`src/rtl/rgb_fade_sequencer.sv`:
```
// RGB fade sequencer: ramps three PWM width registers toward commanded targets,
// one step per (hold+1) PWM frames, updating widths only at frame boundaries.
module rgb_fade_sequencer #(
  parameter int W  = 32,
  parameter int HW = 16
) (
  input  logic          clk,
  input  logic          rst,
  input  logic [W-1:0]  period,
  input  logic          cmd_valid,
  output logic          cmd_ready,
  input  logic [W-1:0]  cmd_r,
  input  logic [W-1:0]  cmd_g,
  input  logic [W-1:0]  cmd_b,
  input  logic [W-1:0]  cmd_step,
  input  logic [HW-1:0] cmd_hold,
  input  logic          abort,
  output logic [W-1:0]  width_r,
  output logic [W-1:0]  width_g,
  output logic [W-1:0]  width_b,
  output logic          busy,
  output logic          done
);

  typedef enum logic [1:0] {
    S_IDLE,
    S_RAMP,
    S_DONE
  } state_t;

  state_t        state;
  logic [W-1:0]  fcnt;
  logic          tick;
  logic [HW-1:0] hcnt;
  logic [HW-1:0] hold;
  logic [W-1:0]  step;
  logic [W-1:0]  tgt_r, tgt_g, tgt_b;
  logic          at_target;

  // >= rather than == so a period lowered below the running count still ends the frame.
  assign tick      = (fcnt >= period);
  assign at_target = (width_r == tgt_r) && (width_g == tgt_g) && (width_b == tgt_b);

  // One step toward target; W+1-bit arithmetic catches carry/borrow so the result
  // saturates at the target instead of wrapping.
  function automatic logic [W-1:0] step_ch(input logic [W-1:0] w,
                                           input logic [W-1:0] t,
                                           input logic [W-1:0] s);
    logic [W:0] sum;
    logic [W:0] diff;
    sum     = {1'b0, w} + {1'b0, s};
    diff    = {1'b0, w} - {1'b0, s};
    step_ch = w;
    if (s == '0)
      step_ch = t;
    else if (w < t)
      step_ch = (sum > {1'b0, t}) ? t : sum[W-1:0];
    else if (w > t)
      step_ch = (diff[W] || (diff[W-1:0] < t)) ? t : diff[W-1:0];
  endfunction

  // NOTE: sequential state uses non-blocking assignments so every register samples
  // pre-edge values regardless of statement order.
  always_ff @(posedge clk or posedge rst) begin
    if (rst) begin
      fcnt <= '0;
    end else if (tick) begin
      fcnt <= '0;
    end else begin
      fcnt <= fcnt + 1'b1;
    end
  end

  always_ff @(posedge clk or posedge rst) begin
    if (rst) begin
      state     <= S_IDLE;
      width_r   <= '0;
      width_g   <= '0;
      width_b   <= '0;
      tgt_r     <= '0;
      tgt_g     <= '0;
      tgt_b     <= '0;
      step      <= '0;
      hold      <= '0;
      hcnt      <= '0;
      cmd_ready <= 1'b1;
      busy      <= 1'b0;
      done      <= 1'b0;
    end else begin
      case (state)
        S_IDLE: begin
          if (cmd_valid) begin
            tgt_r     <= cmd_r;
            tgt_g     <= cmd_g;
            tgt_b     <= cmd_b;
            step      <= cmd_step;
            hold      <= cmd_hold;
            hcnt      <= '0;
            state     <= S_RAMP;
            cmd_ready <= 1'b0;
            busy      <= 1'b1;
          end
        end

        S_RAMP: begin
          if (abort) begin
            state     <= S_IDLE;
            cmd_ready <= 1'b1;
            busy      <= 1'b0;
          end else if (at_target) begin
            state <= S_DONE;
            done  <= 1'b1;
          end else if (tick) begin
            if (hcnt == hold) begin
              width_r <= step_ch(width_r, tgt_r, step);
              width_g <= step_ch(width_g, tgt_g, step);
              width_b <= step_ch(width_b, tgt_b, step);
              hcnt    <= '0;
            end else begin
              hcnt <= hcnt + 1'b1;
            end
          end
        end

        S_DONE: begin
          state     <= S_IDLE;
          done      <= 1'b0;
          busy      <= 1'b0;
          cmd_ready <= 1'b1;
        end

        default: begin
          state     <= S_IDLE;
          done      <= 1'b0;
          busy      <= 1'b0;
          cmd_ready <= 1'b1;
        end
      endcase
    end
  end

endmodule
```
`config.mk`:
```
export PLATFORM = sky130hd
export DESIGN_NAME = rgb_fade_sequencer
export DESIGN_NICKNAME = d
export VERILOG_FILES = /design/src/rtl/rgb_fade_sequencer.sv
export SDC_FILE = /design/constraint.sdc
export NUM_CORES = 2
export LEC_CHECK = 0
export CAP_MARGIN = 20
export CORE_MARGIN = 10
export CORE_UTILIZATION = 66
export CTS_BUF_LIST = sky130_fd_sc_hd__clkbuf_2
export CTS_CLUSTER_SIZE = 16
export DETAILED_ROUTE_END_ITERATION = 6
export GPL_TIMING_DRIVEN = 0
export MAX_ROUTING_LAYER = met4
export PLACE_DENSITY = 0.9
export SLEW_MARGIN = 20
export SYNTH_ARGS = -nofsm -noshare
export SYNTH_HDL_FRONTEND = slang
export SYNTH_SLANG_ARGS = --single-unit
```
`constraint.sdc`:
```
create_clock -name clk -period 24.8 [get_ports clk]
set_input_delay 2.48 -clock clk [delete_from_list [all_inputs] [get_ports clk]]
set_output_delay 2.48 -clock clk [all_outputs]
set_load 0.1 [all_outputs]
```
==> reports/results.txt <==
DRC - 13
Startpoint Class - flop
Initial Util - 67.2%
Peak Freq - 0.120 GHz
outcome - finished with violations
delay-heaviest family, CP - compound AO/OA/AOI/OAI gates
Worst setup EP type - flop
WL met2 - 51.5 mm
Core ar. - 0.0457 mm^2
Die Ht - 236 um
Hold EP - width_g[22]
Final Skew - 0.111 ns
Port Buf Inserts - 278
failing checks - design-rule violations
CTS HTree Levels - 3
Starting DRT DRC Count - 4206
WL per Instance - 25.3 um
Worst R2R End - width_g[28]
post-cts hold buffer count - 0
detailed placement HPWL - 95.2 mm
Boundary Pins - 279
Slowest-stage cell, CP - nor4_1
placed cell count - 4651
synth top area cells - dfrtp_1 (24%), ha_1 (21%), a21oi_1 (5.9%), o21ai_0 (5.1%), xnor2_1 (4.7%)
Combinational Power Share - 53.8%
worst r2r src - step[1]
Net Switching - 1.09 mW
critical path arrival - 9.36 ns
area grow syn2layout - 14.3%
Tightest Hold Check Type - flop to flop
worst-case reg-to-reg path depth - 24
total grt overflow - 0
Netlist cell types - 110
setup violators final - 0
Hold Path Origin - tgt_g[22]
Slew headroom - 15.0%
Worst-Margin Slew - 1.27 ns
Min Hold Slack - 0.509 ns
Via-to-Cell Ratio - 6.77
met3 WL - 15.4 mm
largest net degree at the start of global routing - 105
Finished Layout Cells - 4797
die area - 0.0555 mm^2
Max Slew Vio Count - 0
antenna violations before repair - 6
first-pass GRT wire length - 183 mm
net count reported at finish - 4830
CP Data Required Time - 25.83 ns
DRT Pass-1 Iters - 7
TNS Setup - 0 ns
Worst Hold Depth - 2
register clock-pin slew on the reported worst setup and hold paths - 0.11 ns
cell taking the most area after synthesis - dfrtp_1
worst-skew pair later-pin latency - 1.17 ns
fin crit period - 8.34 ns
via count - 32500
post_cts resized - 0
Synth Flop Type - dfrtp_1
Max stage delay on crit path - 0.77 ns
Syn Area/Cell - 8.15 um^2
most frequent cells in the layout - ha_1 (511), a21oi_1 (359), nand2_1 (328)
yosys warns - 0
post-route core utilization - 76.8%
FFs w/ async S/R, synth - 100%
fin crit share - 33.6%
Cell Area, Synth - 0.0307 mm^2
Yosys top cell area share - 23.8%
row count - 78
Seq/Total Area, Yosys - 23.9%
Mapped Nets - 4465
Seq cells post-synth - 293
share of layout cells above drive strength 1 - 6.28%
Synth Instances - 3768
sw frac - 49.2%
CTS root buffer - clkbuf_2
vias in the first global route - 31800
Max Fanout on Critical Path - 10
most common cell after layout, fill and taps aside - ha_1
RSZ-0062 raised after global routing - false
CTS max path bufs - 3
max cap viols - 0
top sig layer - met4
routability cong. - 1.09
routed length on met1 - 44.7 mm
Post-CTS Setup Bufs - 0
CTS tree - done
total wire length - 121 mm
critical setup path kind - flop to flop
Die X - 236 um
gr usage total - 42.9%
Power Density - 63.0 mW/mm^2
# clock sinks - 293
Hold Fails Final Rpt - 0
Peak VDD IR - 0.0551 mV
leakage power - 16.5 nW
Detail Route Antenna Nets - 0
cells along the critical path - inv_1 -> ha_1 -> nand2b_1 -> a221oi_1 -> o221a_2 -> o31ai_1 -> o21ai_0 -> a311oi_1 -> o31a_4 -> o31ai_4 -> xnor2_1 -> ha_1 -> nand3_1 -> or2_2 -> nor4_1 -> nand2_1 -> nor3_1 -> o221ai_1 -> a211oi_2 -> nor2_1 -> buf_2 -> a21oi_1 -> o221ai_1 -> nand3_1
CTS Buf Count - 80
sequential power share - 28.8%
clock share of power - 17.3%
CP Buf/Inv Count - 2
Post-synth EDFFs - 0
Internal Power - 1.12 mW
R2R Setup Slk - 16.46 ns
## state kept, by name (all words and copies together), names as in the netlist, 2 cells and up
| register | cells |
|---|---|
| tgt_r | 32 |
| hold | 16 |
| step | 32 |
| width_g | 32 |
| tgt_b | 32 |
| hcnt | 16 |
| width_b | 32 |
| tgt_g | 32 |
| width_r | 32 |
| state | 2 |
| fcnt | 32 |
## layer usage
metal	vias to the layer above	GRT usage [%]
met2	2326	63.2
li1	14400	-
met3	609	12.5
met1	15100	50.5
met5	-	-
met4	0	27.4
## worst min-delay path: cells and delay by family, from the launching register on
kind	cells	cell delay, ns
flip-flops	1	0.39
AO/OA/AOI/OAI	1	0.05
AND/OR/NAND/NOR	1	0.06
## power by group through the flow
stage	sequential [mW]	clock, mW	combinational [mW]
5_1_grt	0.639	0.401	1.29
4_1_cts	0.629	0.377	1.14
2_1_floorplan	0.604	0	0.797
3_3_place_gp	0.635	0	1.10
6_report	0.637	0.383	1.19
3_5_place_dp	0.638	0	1.14
## how the worst max path moves through the flow
stage / start / endpoint / depth (start not counted)
floorplan: rst / busy / 1
global placement: rst / width_b[7] / 2
detailed placement: step[1] / width_g[20] / 23
CTS: step[1] / width_g[20] / 23
global route: step[1] / width_g[27] / 24
finish: step[1] / width_g[28] / 24
## cells in the mapped netlist (28+ instances only)
cell type and number:
clkbuf_1 113, xor2_1 51, o31ai_1 29, o21bai_1 43, nand2_1 328, nor3_1 59
nor2b_1 46, o21ai_0 310, nand4_1 92, inv_1 276, and3_1 28, a211oi_1 33
o21ai_1 35, a21oi_1 359, xnor2_1 165, nor4_1 35, nand3_1 58, a21o_1 98
ha_1 511, dfrtp_1 292, nor2_1 258, a22oi_1 35, o21a_1 33, nand2b_1 38
buf_2 40
## area by class of cell
type | count | area, um^2
Antenna cell | 10 | 25.0
Buffer | 168 | 739
Clock buffer | 108 | 541
Clock inverter | 28 | 184
Fill cell | 3354 | 10600
Inverter | 282 | 1070
Multi-Input combinational cell | 3025 | 21600
Sequential cell | 293 | 7330
Tap cell | 600 | 751
Timing Repair Buffer | 283 | 2880
## cells by family (layout without fill, tap and decap cells)
group | after synthesis | count (layout) | share of synthesized area [%]
other cells | 0 | 10 | 0
fa+ha+maj | 517 | 517 | 21.2
compound gates | 1236 | 1236 | 25.7
flops | 293 | 293 | 23.9
xor+xnor | 217 | 217 | 6.22
buf+inv | 450 | 869 | 5.85
simple gates | 1032 | 1032 | 16.2
mux | 23 | 23 | 0.840
## through the flow
stage,cell area (um^2),power (mW),setup WS [ns]
after detailed placement,34300,1.77,17.08
final,35100,2.21,16.46
after CTS,35100,2.15,16.96
after global routing,35100,2.33,16.46
after global placement,34200,1.73,10.46
after floorplan,30700,1.40,14.23
Power figures use the tool's default switching activity.
